$ cat config.mk
export PLATFORM = sky130hd
export DESIGN_NAME = mem_stage
export DESIGN_NICKNAME = d
export VERILOG_FILES = /design/src/rtl/mem_pkg.sv /design/src/rtl/mem_load_align.sv /design/src/rtl/mem_stage.sv
export SDC_FILE = /design/constraint.sdc
export NUM_CORES = 1
export LEC_CHECK = 0
export ABC_AREA = 0
export ABC_CLOCK_PERIOD_IN_PS = 11600
export CAP_MARGIN = 30
export CORE_MARGIN = 5
export CORE_UTILIZATION = 50
export CTS_CLUSTER_DIAMETER = 60
export DETAILED_ROUTE_END_ITERATION = 7
export GPL_TIMING_DRIVEN = 0
export PLACE_DENSITY = 0.95
export SYNTH_ARGS = -nofsm -noshare
export SYNTH_HDL_FRONTEND = slang
export SYNTH_HIERARCHICAL = 1
export SYNTH_SLANG_ARGS = --single-unit
$ cat constraint.sdc
create_clock -name clk -period 11.6 [get_ports clk]
set_input_delay 2.32 -clock clk [delete_from_list [all_inputs] [get_ports clk]]
set_output_delay 2.32 -clock clk [all_outputs]
set_load 0.05 [all_outputs]
$ cat src/rtl/mem_pkg.sv
// Shared definitions for the memory-access stage: funct3 encodings, FSM states
// and access-size helpers.
package mem_pkg;

  localparam logic [2:0] F3_B  = 3'b000;
  localparam logic [2:0] F3_H  = 3'b001;
  localparam logic [2:0] F3_W  = 3'b010;
  localparam logic [2:0] F3_BU = 3'b100;
  localparam logic [2:0] F3_HU = 3'b101;

  localparam logic [1:0] SZ_B = 2'd0;
  localparam logic [1:0] SZ_H = 2'd1;
  localparam logic [1:0] SZ_W = 2'd2;

  typedef enum logic [1:0] {
    S_IDLE   = 2'd0,
    S_ACCESS = 2'd1,
    S_DONE   = 2'd2
  } state_t;

  // Unsupported encodings (011, 110, 111) fall into the word class.
  function automatic logic [1:0] acc_size(input logic [2:0] f3);
    case (f3)
      F3_B, F3_BU: return SZ_B;
      F3_H, F3_HU: return SZ_H;
      default:     return SZ_W;
    endcase
  endfunction

endpackage

$ cat src/rtl/mem_load_align.sv
// Load-data alignment: picks the addressed byte/half out of the read word and
// sign- or zero-extends it according to funct3.
module mem_load_align
  import mem_pkg::*;
(
  input  logic [31:0] i_rdata,
  input  logic [1:0]  i_addr,
  input  logic [2:0]  i_funct3,
  output logic [31:0] o_result
);

  logic [7:0]  w_byte;
  logic [15:0] w_half;

  always_comb begin
    w_byte = 8'h00;
    case (i_addr)
      2'd0:    w_byte = i_rdata[7:0];
      2'd1:    w_byte = i_rdata[15:8];
      2'd2:    w_byte = i_rdata[23:16];
      default: w_byte = i_rdata[31:24];
    endcase
    w_half = i_addr[1] ? i_rdata[31:16] : i_rdata[15:0];

    case (i_funct3)
      F3_B:    o_result = {{24{w_byte[7]}}, w_byte};
      F3_BU:   o_result = {24'h000000, w_byte};
      F3_H:    o_result = {{16{w_half[15]}}, w_half};
      F3_HU:   o_result = {16'h0000, w_half};
      default: o_result = i_rdata;
    endcase
  end

endmodule

$ cat src/rtl/mem_stage.sv
// Pipeline MEM stage: ALU results pass straight through; loads/stores run a
// req/ack data-memory transaction while stalling upstream.
// Optional build macro MEM_MISALIGN_TRAP_EN: trap misaligned H/W accesses
// instead of silently aligning them.
module mem_stage
  import mem_pkg::*;
(
  input  logic        clk,
  input  logic        rst,
  input  logic        ExValid,
  input  logic [31:0] ExAluResult,
  input  logic [31:0] ExStoreData,
  input  logic [4:0]  ExRd,
  input  logic        ExRegWrite,
  input  logic        ExMemRead,
  input  logic        ExMemWrite,
  input  logic [2:0]  ExFunct3,
  output logic        DmemReq,
  output logic        DmemWe,
  output logic [31:0] DmemAddr,
  output logic [31:0] DmemWdata,
  output logic [3:0]  DmemBe,
  input  logic [31:0] DmemRdata,
  input  logic        DmemAck,
  output logic [31:0] MemResult,
  output logic        MemRegWrite,
  output logic [4:0]  MemRd,
  output logic        MemStall,
  output logic        MemMisalign,
  output logic [1:0]  DbgState
);

  state_t      r_state, w_next;
  logic [31:0] r_addr, r_wdata, r_result;
  logic [3:0]  r_be;
  logic        r_we, r_regwrite, r_misalign;
  logic [2:0]  r_funct3;
  logic [4:0]  r_rd;

  logic        w_memop, w_mis;
  logic [1:0]  w_size;
  logic [31:0] w_addr, w_wdata, w_load_data;
  logic [3:0]  w_be;

  assign w_memop = ExValid && (ExMemRead || ExMemWrite);

  always_comb begin
    w_size = acc_size(ExFunct3);
    w_addr = ExAluResult;
`ifdef MEM_MISALIGN_TRAP_EN
    w_mis = ((w_size == SZ_H) && ExAluResult[0]) ||
            ((w_size == SZ_W) && (ExAluResult[1:0] != 2'b00));
`else
    w_mis = 1'b0;
    if (w_size == SZ_H)      w_addr[0]   = 1'b0;
    else if (w_size == SZ_W) w_addr[1:0] = 2'b00;
`endif
    case (w_size)
      SZ_B: begin
        w_be    = 4'b0001 << w_addr[1:0];
        w_wdata = {4{ExStoreData[7:0]}};
      end
      SZ_H: begin
        w_be    = 4'b0011 << {w_addr[1], 1'b0};
        w_wdata = {2{ExStoreData[15:0]}};
      end
      default: begin
        w_be    = 4'b1111;
        w_wdata = ExStoreData;
      end
    endcase
  end

  mem_load_align u_align (
    .i_rdata  (DmemRdata),
    .i_addr   (r_addr[1:0]),
    .i_funct3 (r_funct3),
    .o_result (w_load_data)
  );

  always_ff @(posedge clk or posedge rst) begin
    if (rst) begin
      r_state    <= S_IDLE;
      r_addr     <= '0;
      r_wdata    <= '0;
      r_be       <= '0;
      r_we       <= 1'b0;
      r_funct3   <= '0;
      r_rd       <= '0;
      r_regwrite <= 1'b0;
      r_result   <= '0;
      r_misalign <= 1'b0;
    end else begin
      r_state <= w_next;
      if (r_state == S_IDLE && w_memop) begin
        r_addr     <= w_addr;
        r_wdata    <= w_wdata;
        r_be       <= w_be;
        r_we       <= ExMemWrite && !ExMemRead;
        r_funct3   <= ExFunct3;
        r_rd       <= ExRd;
        r_regwrite <= ExRegWrite;
        r_result   <= '0;
        r_misalign <= w_mis;
      end
      if (r_state == S_ACCESS && DmemAck && !r_we) r_result <= w_load_data;
    end
  end

  // Outputs are forced to zero while reset is high, including the
  // combinational pass-through path.
  always_comb begin
    w_next      = r_state;
    DmemReq     = 1'b0;
    MemResult   = '0;
    MemRd       = '0;
    MemRegWrite = 1'b0;
    MemStall    = 1'b0;
    case (r_state)
      S_IDLE: begin
        if (w_memop) begin
          MemStall = 1'b1;
          w_next   = w_mis ? S_DONE : S_ACCESS;
        end else if (ExValid) begin
          MemResult   = ExAluResult;
          MemRd       = ExRd;
          MemRegWrite = ExRegWrite;
        end
      end
      S_ACCESS: begin
        DmemReq  = 1'b1;
        MemStall = 1'b1;
        if (DmemAck) w_next = S_DONE;
      end
      S_DONE: begin
        MemResult   = r_result;
        MemRd       = r_rd;
        MemRegWrite = r_regwrite && !r_we && !r_misalign;
        w_next      = S_IDLE;
      end
      default: w_next = S_IDLE;
    endcase
    if (rst) begin
      DmemReq     = 1'b0;
      MemResult   = '0;
      MemRd       = '0;
      MemRegWrite = 1'b0;
      MemStall    = 1'b0;
    end
  end

  assign DmemWe    = r_we;
  assign DmemAddr  = {r_addr[31:2], 2'b00};
  assign DmemWdata = r_wdata;
  assign DmemBe    = r_be;
  assign DbgState  = r_state;

`ifdef MEM_MISALIGN_TRAP_EN
  assign MemMisalign = (r_state == S_DONE) && r_misalign;
`else
  assign MemMisalign = 1'b0;
`endif

endmodule
==> impl_metrics.sql, run 1 <==
INSERT INTO impl_metrics (metric_group, metric, value, unit) VALUES
('drt', 'met3_wirelength', '1540', 'um'),
('logic_synthesis', 'synth.distinct_cells', '43', ''),
('logic_synthesis', 'edff_count_synth', '0', ''),
('clock_tree', 'cts.root.buffer_cell', 'sky130_fd_sc_hd__clkbuf_16', ''),
('critical_path', 'critical_path_arrival', '5.39', 'ns'),
('final_layout', 'post_route_cells_drive_above_1_share', '0.151', ''),
('logic_synthesis', 'yosys-top-cells-count', '112 x sky130_fd_sc_hd__dfrtp_1, 84 x sky130_fd_sc_hd__o21ai_0, 72 x sky130_fd_sc_hd__nand2_1', ''),
('critical_path', 'setup.worst_path.class', 'input port to output pin', ''),
('global_routing', 'antenna_violations_before_repair', '0', ''),
('sta', 'timing.hold.ws', '0.498', 'ns'),
('global_routing', 'gr-usage-all-layers', '0.281', ''),
('critical_path', 'crit_path_max_fanout', '66', ''),
('logic_synthesis', 'summed_instance_area_of_the_synthesized_netlist', '6430', 'um2'),
('logic_synthesis', 'post-synth-top-area-fraction', '0.436', ''),
('drt', 'first_pass_iters', '5', ''),
('clock_tree', 'post_cts.repair.setup_buffers', '0', ''),
('global_routing', 'grt_first_pass_wirelength', '32900', 'um'),
('sta', 'achievable-frequency', '130', 'MHz'),
('drt', 'met2_wirelength', '10200', 'um'),
('floorplanning', 'initial_utilization', '0.510', ''),
('place', 'placement.io_buffers', '219', ''),
('floorplanning', 'die_outline_area', '15200', 'um2'),
('place', 'dpl.cell_count', '1052', ''),
('pwr', 'clock_power_share', '0.152', ''),
('place', 'globalplace.congestion', '0.953', ''),
('clock_tree', 'clk_latency_worst_skew_pair', '0.36', 'ns'),
('sta', 'timing.clock.skew', '0.00883', 'ns'),
('critical_path', 'worst_ep_required_time', '9.28', 'ns'),
('floorplanning', 'num_io_pins', '223', ''),
('drt', 'via_count', '6235', ''),
('global_routing', 'global_route.overflow_total', '0', ''),
('sta', 'max_slew.worst_pin.slew', '1.01', 'ns'),
('floorplanning', 'rows', '41', ''),
('logic_synthesis', 'synth_top_area_cell', 'sky130_fd_sc_hd__dfrtp_1', ''),
('logic_synthesis', 'synth-seq-area-share', '0.436', ''),
('sta', 'slew_violations', '0', ''),
('final_layout', 'final_nets', '1002', ''),
('critical_path', 'timing.critical_path.to_type', 'output pin', ''),
('pwr', 'vdd_drop_max', '0.000136', 'V'),
('pwr', 'switching_share', '0.449', ''),
('clock_tree', 'post_cts_hold_buffer_count', '0', ''),
('logic_synthesis', 'per_instance_average_area_after_synthesis', '9.78', 'um2'),
('final_layout', 'insertedDiodeCount', '0', ''),
('floorplanning', 'die_height', '123', 'um'),
('pwr', 'p_sw', '881', 'uW'),
('logic_synthesis', 'synthMostInstantiatedCell', 'sky130_fd_sc_hd__dfrtp_1', ''),
('drt', 'drt-vias-per-instance', '5.84', ''),
('drt', 'route.antenna.remaining_nets', '0', ''),
('drt', 'detail_route.wl_per_cell', '20.1', 'um'),
('global_routing', 'first_global_vias', '6192', ''),
('clock_tree', 'cts.htree.levels', '3', ''),
('global_routing', 'grt_max_degree', '67', ''),
('critical_path', 'ff2ff_setup_slack', '9.59', 'ns'),
('clock_tree', 'clock_sinks', '112', ''),
('drt', 'met1Wirelength', '8740', 'um'),
('pwr', 'part_of_the_total_power_dissipated_in_combinational_logic', '0.535', ''),
('logic_synthesis', 'main_area_contributors_after_synthesis', 'sky130_fd_sc_hd__dfrtp_1 44%, sky130_fd_sc_hd__mux2_2 8.0%, sky130_fd_sc_hd__o21ai_0 6.5%', ''),
('sta', 'setup-tns-final', '0', 'ns'),
('sta', 'final_period_minus_worst_setup_slack', '7.71', 'ns'),
('logic_synthesis', 'ys.flop_type', 'sky130_fd_sc_hd__dfrtp_1', ''),
('logic_synthesis', 'syn-instance-count', '658', ''),
('final_layout', 'finalNonFillerCells', '1068', ''),
('place', 'dpl.hpwl', '16600', 'um'),
('sta', 'timing.max_slew.rel_slack', '0.321', ''),
('drt', 'post-route-drc-count', '0', ''),
('outcome', 'outcome', 'completed', ''),
('drt', 'routed_wirelength', '21500', 'um'),
('sta', 'report.final.setup_viol', '0', ''),
('drt', 'drt_first_iter_violations', '639', ''),
('final_layout', 'utilization', '0.726', ''),
('worst_hold_path', 'hold_path.class', 'flip-flop to flip-flop', '');
placed cells by master (no fill, tap or decap), drive strengths merged:
cell type        n
o2bb2ai          1
o221ai           7
and2             1
o21ai           88
a311oi           7
nand4bb          1
clkinvlp         2
mux2            59
nor3             1
inv             13
a211oi           1
nand2b           2
a22oi            1
clkbuf          40
mux4             7
o31ai            4
conb             3
or3b             1
nor4bb           1
nand2           72
clkinv           5
a221oi           2
a21oi           17
nor3b            1
nor2b           13
or2              1
buf             62
nor2            71
o31a             1
mux2i           26
a32oi           38
clkdlybuf4s50  219
dfrtp          112
o22ai           16
worst paths after layout:
path | endpoint | startpoint | cells past startpoint
setup / recovery | MemResult[24] | rst | 7
hold / removal | r_addr[2]$_DFFE_PP0P_ | r_addr[2]$_DFFE_PP0P_ | 1
setup reg to reg | r_addr[2]$_DFFE_PP0P_ | DbgState[0]$_DFFE_PP0P_ | 5
hold reg to reg | r_addr[2]$_DFFE_PP0P_ | r_addr[2]$_DFFE_PP0P_ | 1
max in group asynchronous | r_addr[18]$_DFFE_PP0P_ | rst | 3
min in group asynchronous | DbgState[1]$_DFFE_PP0P_ | rst | 2
layer usage:
| metal | up-vias | global-route usage |
|---|---|---|
| met2 | 341 | 0.449 |
| met3 | 70 | 0.0471 |
| li1 | 2807 | - |
| met4 | 0 | 0.135 |
| met1 | 3017 | 0.372 |
| met5 | - | 0 |
power by group through the flow:
stage	Clock (mW)	Combinational [mW]	Sequential, mW
final	0.299	1.05	0.612
after global placement	0	1.02	0.605
after detailed placement	0	1.04	0.616
after CTS	0.303	1.05	0.609
after floorplan	0	0.552	0.759
after global routing	0.319	1.11	0.627
sequential cells by signal, indices dropped and copies added (netlist names):
register,count
r_regwrite,1
DbgState,2
DmemBe,4
r_funct3,3
r_result,32
DmemWe,1
DmemWdata,32
r_rd,5
r_addr,32
final cells by class:
type	instances	area, um2
Inverter	13	51.3
Sequential cell	112	2800
Clock buffer	9	225
Timing Repair Buffer	220	2220
Fill cell	935	3460
Tap cell	172	215
Multi-Input combinational cell	443	3040
Buffer	92	556
Clock inverter	7	58.8
through the flow:
stage / total power [mW] / area, um2 / setup slack, ns
floorplan: 1.31 / 6440 / 3.25
global placement: 1.63 / 8850 / 1.14
global route: 2.05 / 9160 / 3.66
detailed placement: 1.66 / 8880 / 3.90
finish: 1.96 / 9160 / 3.89
CTS: 1.96 / 9160 / 3.89
cells by family (layout without fill, tap and decap cells):
family,count (synthesis),in the layout,share of synthesized area
flip-flops,112,112,0.436
other,1,3,0.000583
multiplexers,92,92,0.173
AND/OR/NAND/NOR,165,165,0.109
buffers and inverters,105,341,0.0939
AO/OA/AOI/OAI,183,183,0.187
critical path: stages:
cell and delay, ns:
sky130_fd_sc_hd__clkdlybuf4s50_1 0.49, sky130_fd_sc_hd__inv_4 0.65, sky130_fd_sc_hd__nand2_1 0.22, sky130_fd_sc_hd__clkbuf_1 0.35, sky130_fd_sc_hd__clkbuf_1 0.31, sky130_fd_sc_hd__nor2_1 0.19, sky130_fd_sc_hd__clkdlybuf4s50_1 0.83
No activity file was read; power rests on OpenSTA's default activity.
==> run 2: changes to the inputs <==
--- a/config.mk
+++ b/config.mk
@@ -6,14 +6,14 @@
 export NUM_CORES = 1
 export LEC_CHECK = 0
 export ABC_AREA = 0
-export ABC_CLOCK_PERIOD_IN_PS = 11600
+export ABC_CLOCK_PERIOD_IN_PS = 6400
 export CAP_MARGIN = 30
 export CORE_MARGIN = 5
-export CORE_UTILIZATION = 50
+export CORE_UTILIZATION = 42
 export CTS_CLUSTER_DIAMETER = 60
 export DETAILED_ROUTE_END_ITERATION = 7
 export GPL_TIMING_DRIVEN = 0
-export PLACE_DENSITY = 0.95
+export PLACE_DENSITY = 0.87
 export SYNTH_ARGS = -nofsm -noshare
 export SYNTH_HDL_FRONTEND = slang
 export SYNTH_HIERARCHICAL = 1
==> constraint.sdc (replaced) <==
create_clock -name clk -period 6.4 [get_ports clk]
set_input_delay 1.28 -clock clk [delete_from_list [all_inputs] [get_ports clk]]
set_output_delay 1.28 -clock clk [all_outputs]
set_load 0.05 [all_outputs]
==> run 2 against run 1 <==
Effect of this change: combinational power grew 81%; count of clock-buffer cells in the layout unchanged; sequential power is 81% higher; sequential cell count stayed put; largest cell class unchanged; global-route usage fell by 4.6 points; core utilization is 11 points lower; clock power increased by 120%; cell area rose by 1.1%; sequential share of layout area down 0.32 points; critical endpoint is now MemResult[19]; critical path type unchanged.
==> impl_metrics.sql, run 2 (same netlist as run 1, synthesis figures left out) <==
INSERT INTO impl_metrics (metric_group, metric, value, unit) VALUES
('final_layout', 'post_route_cells_drive_above_1_share', '0.152', ''),
('clock_tree', 'cts_buffers', '9', ''),
('pwr', 'pwr_density_cell', '396', 'nW/um2'),
('pwr', 'pwr-share-seq', '0.301', ''),
('sta', 'grt_setup_unrepaired', 'false', ''),
('worst_hold_path', 'hold_path.class', 'flip-flop to flip-flop', ''),
('final_layout', 'leading_cell_type_in_the_layout_fill_and_taps_excluded', 'sky130_fd_sc_hd__clkdlybuf4s50_1', ''),
('critical_path', 'critical-path-top-delay-family', 'buffers and inverters', ''),
('global_routing', 'grt_first_pass_wirelength', '33200', 'um'),
('drt', 'post-route-drc-count', '0', ''),
('clock_tree', 'clockBufferDepth', '2', ''),
('place', 'placement.cell_area', '8910', 'um2'),
('global_routing', 'gr-usage-all-layers', '0.235', ''),
('global_routing', 'antenna_violations_before_repair', '0', ''),
('pwr', 'power.leakage', '3.74', 'nW'),
('floorplanning', 'design.core.area', '15100', 'um2'),
('pwr', 'vdd_drop_max', '0.000199', 'V'),
('sta', 'hold_viol_final', '0', ''),
('place', 'dpl.hpwl', '16500', 'um'),
('sta', 'min_period_over_period', '0.877', ''),
('sta', 'achievable-frequency', '178', 'MHz'),
('final_layout', 'finalInstanceArea', '9260', 'um2'),
('floorplanning', 'num_io_pins', '223', ''),
('pwr', 'p_sw', '1.60', 'mW'),
('outcome', 'outcome', 'completed', ''),
('critical_path', 'worst_ep_required_time', '5.12', 'ns'),
('floorplanning', 'die_outline_area', '17900', 'um2'),
('sta', 'slew_violations', '0', ''),
('critical_path', 'cp_cell_sequence', 'clkdlybuf4s50_1, inv_4, nand2_1, clkbuf_1, clkbuf_1, nor2_1, clkdlybuf4s50_1', ''),
('clock_tree', 'clkTransAtPathRegs', '0.07', 'ns'),
('floorplanning', 'die_width', '134', 'um'),
('final_layout', 'final_cell_mix', '219 x sky130_fd_sc_hd__clkdlybuf4s50_1, 112 x sky130_fd_sc_hd__dfrtp_1, 84 x sky130_fd_sc_hd__o21ai_0', ''),
('clock_tree', 'cts_tree', 'built', ''),
('pwr', 'part_of_the_total_power_dissipated_in_combinational_logic', '0.516', ''),
('critical_path', 'timing.critical_path.to_type', 'output pin', ''),
('critical_path', 'setup.worst_path.class', 'input port to output pin', ''),
('global_routing', 'first_global_vias', '6018', ''),
('sta', 'report.final.setup_viol', '0', ''),
('flow_run', 'cap_violations', '0', ''),
('clock_tree', 'cts.root.buffer_cell', 'sky130_fd_sc_hd__clkbuf_16', ''),
('sta', 'timing.max_slew.rel_slack', '0.415', ''),
('global_routing', 'global_route.overflow_total', '0', ''),
('clock_tree', 'postCtsResizedCells', '0', ''),
('clock_tree', 'clk_latency_worst_skew_pair', '0.36', 'ns'),
('final_layout', 'area.growth.synth_to_final', '43.9', '%'),
('pwr', 'clock_power_share', '0.182', ''),
('pwr', 'switching_share', '0.435', ''),
('place', 'pre_cts_slack', '0.715', 'ns'),
('final_layout', 'final_nets', '1003', ''),
('sta', 'max_slew.worst_pin.slew', '0.878', 'ns'),
('critical_path', 'count_of_buffer_and_inverter_cells_on_the_critical_path', '5', ''),
('floorplanning', 'rows', '45', ''),
('floorplanning', 'die_height', '134', 'um'),
('critical_path', 'worst_path_largest_cell_delay', '0.85', 'ns'),
('drt', 'via_count', '6110', ''),
('drt', 'drt-vias-per-instance', '5.63', ''),
('final_layout', 'insertedDiodeCount', '0', ''),
('place', 'placement.io_buffers', '219', ''),
('clock_tree', 'clock_sinks', '112', ''),
('sta', 'timing.clock.skew', '0.00802', 'ns'),
('critical_path', 'crit_path_max_fanout', '68', ''),
('floorplanning', 'initial_utilization', '0.426', ''),
('drt', 'first_pass_iters', '5', ''),
('critical_path', 'critical_path_arrival', '4.33', 'ns'),
('clock_tree', 'post_cts.repair.setup_buffers', '0', ''),
('drt', 'drt_first_iter_violations', '474', ''),
('place', 'globalplace.congestion', '0.955', ''),
('drt', 'detail_route.wl_per_cell', '19.7', 'um'),
('clock_tree', 'post_cts_hold_buffer_count', '0', ''),
('pwr', 'internal_power_summed_over_all_cells', '2.08', 'mW'),
('global_routing', 'grt_max_degree', '69', ''),
('drt', 'route.antenna.remaining_nets', '0', ''),
('clock_tree', 'cts.htree.levels', '3', ''),
('critical_path', 'cpMaxStageDelayCell', 'sky130_fd_sc_hd__clkdlybuf4s50_1', ''),
('drt', 'routed_wirelength', '21400', 'um'),
('sta', 'final_period_minus_worst_setup_slack', '5.61', 'ns'),
('critical_path', 'critPathLaunchType', 'input port', ''),
('sta', 'final_critical_path_setup_slack', '0.787', 'ns');
==> run 2: per-stage QoR <==
step | power (mW) | instances | TNS, ns | utilization | hold WS (ns)
after floorplan | 2.38 | 660 | 0 | - | 0.465
after global placement | 2.96 | 1067 | -78.86 | 0.588 | 0.476
after detailed placement | 3.01 | 1069 | 0 | 0.590 | 0.487
after CTS | 3.68 | 1085 | 0 | 0.614 | 0.503
after global routing | 3.84 | 1085 | 0 | 0.614 | 0.514
final | 3.67 | 1085 | 0 | 0.614 | 0.498
==> run 2: power by group through the flow <==
| stage | clock network [mW] | registers [mW] | logic [mW] |
|---|---|---|---|
| after floorplan | 0 | 1.38 | 1.00 |
| after global placement | 0 | 1.10 | 1.86 |
| after detailed placement | 0 | 1.12 | 1.89 |
| after CTS | 0.678 | 1.10 | 1.89 |
| after global routing | 0.705 | 1.14 | 2.00 |
| final | 0.670 | 1.11 | 1.90 |
==> run 2: final cells by class <==
| class | instances | area (um2) |
|---|---|---|
| repair buffers | 221 | 2230 |
| inverters | 13 | 51.3 |
| plain buffers | 92 | 556 |
| clock buffers | 9 | 225 |
| flip-flops and latches | 112 | 2800 |
| multi-input cells | 443 | 3040 |
| fillers | 1255 | 5830 |
| well taps | 188 | 235 |
| clock inverters | 7 | 128 |
==> run 2: final timing paths <==
check	startpoint	endpoint	slack, ns	cells after the start
worst max register to register	DbgState[0]$_DFFE_PP0P_	DmemWdata[5]$_DFFE_PP0P_	4.41	4
worst max-delay path	rst	MemResult[19]	0.79	7
max in group asynchronous	rst	r_result[12]$_DFFE_PP0P_	4.16	3
worst min-delay path	r_addr[7]$_DFFE_PP0P_	r_addr[7]$_DFFE_PP0P_	0.50	1
min in group asynchronous	rst	DbgState[1]$_DFFE_PP0P_	1.51	2
worst min register to register	r_addr[7]$_DFFE_PP0P_	r_addr[7]$_DFFE_PP0P_	0.50	1
==> run 2: metal layers <==
layer	track usage	part of all wire	vias to the layer above	wire length [um]
li1	-	-	2804	-
met1	0.322	0.43	2981	9260
met2	0.370	0.47	289	9970
met3	0.0413	0.070	36	1500
met4	0.0949	0.030	0	652
met5	0	0	-	0
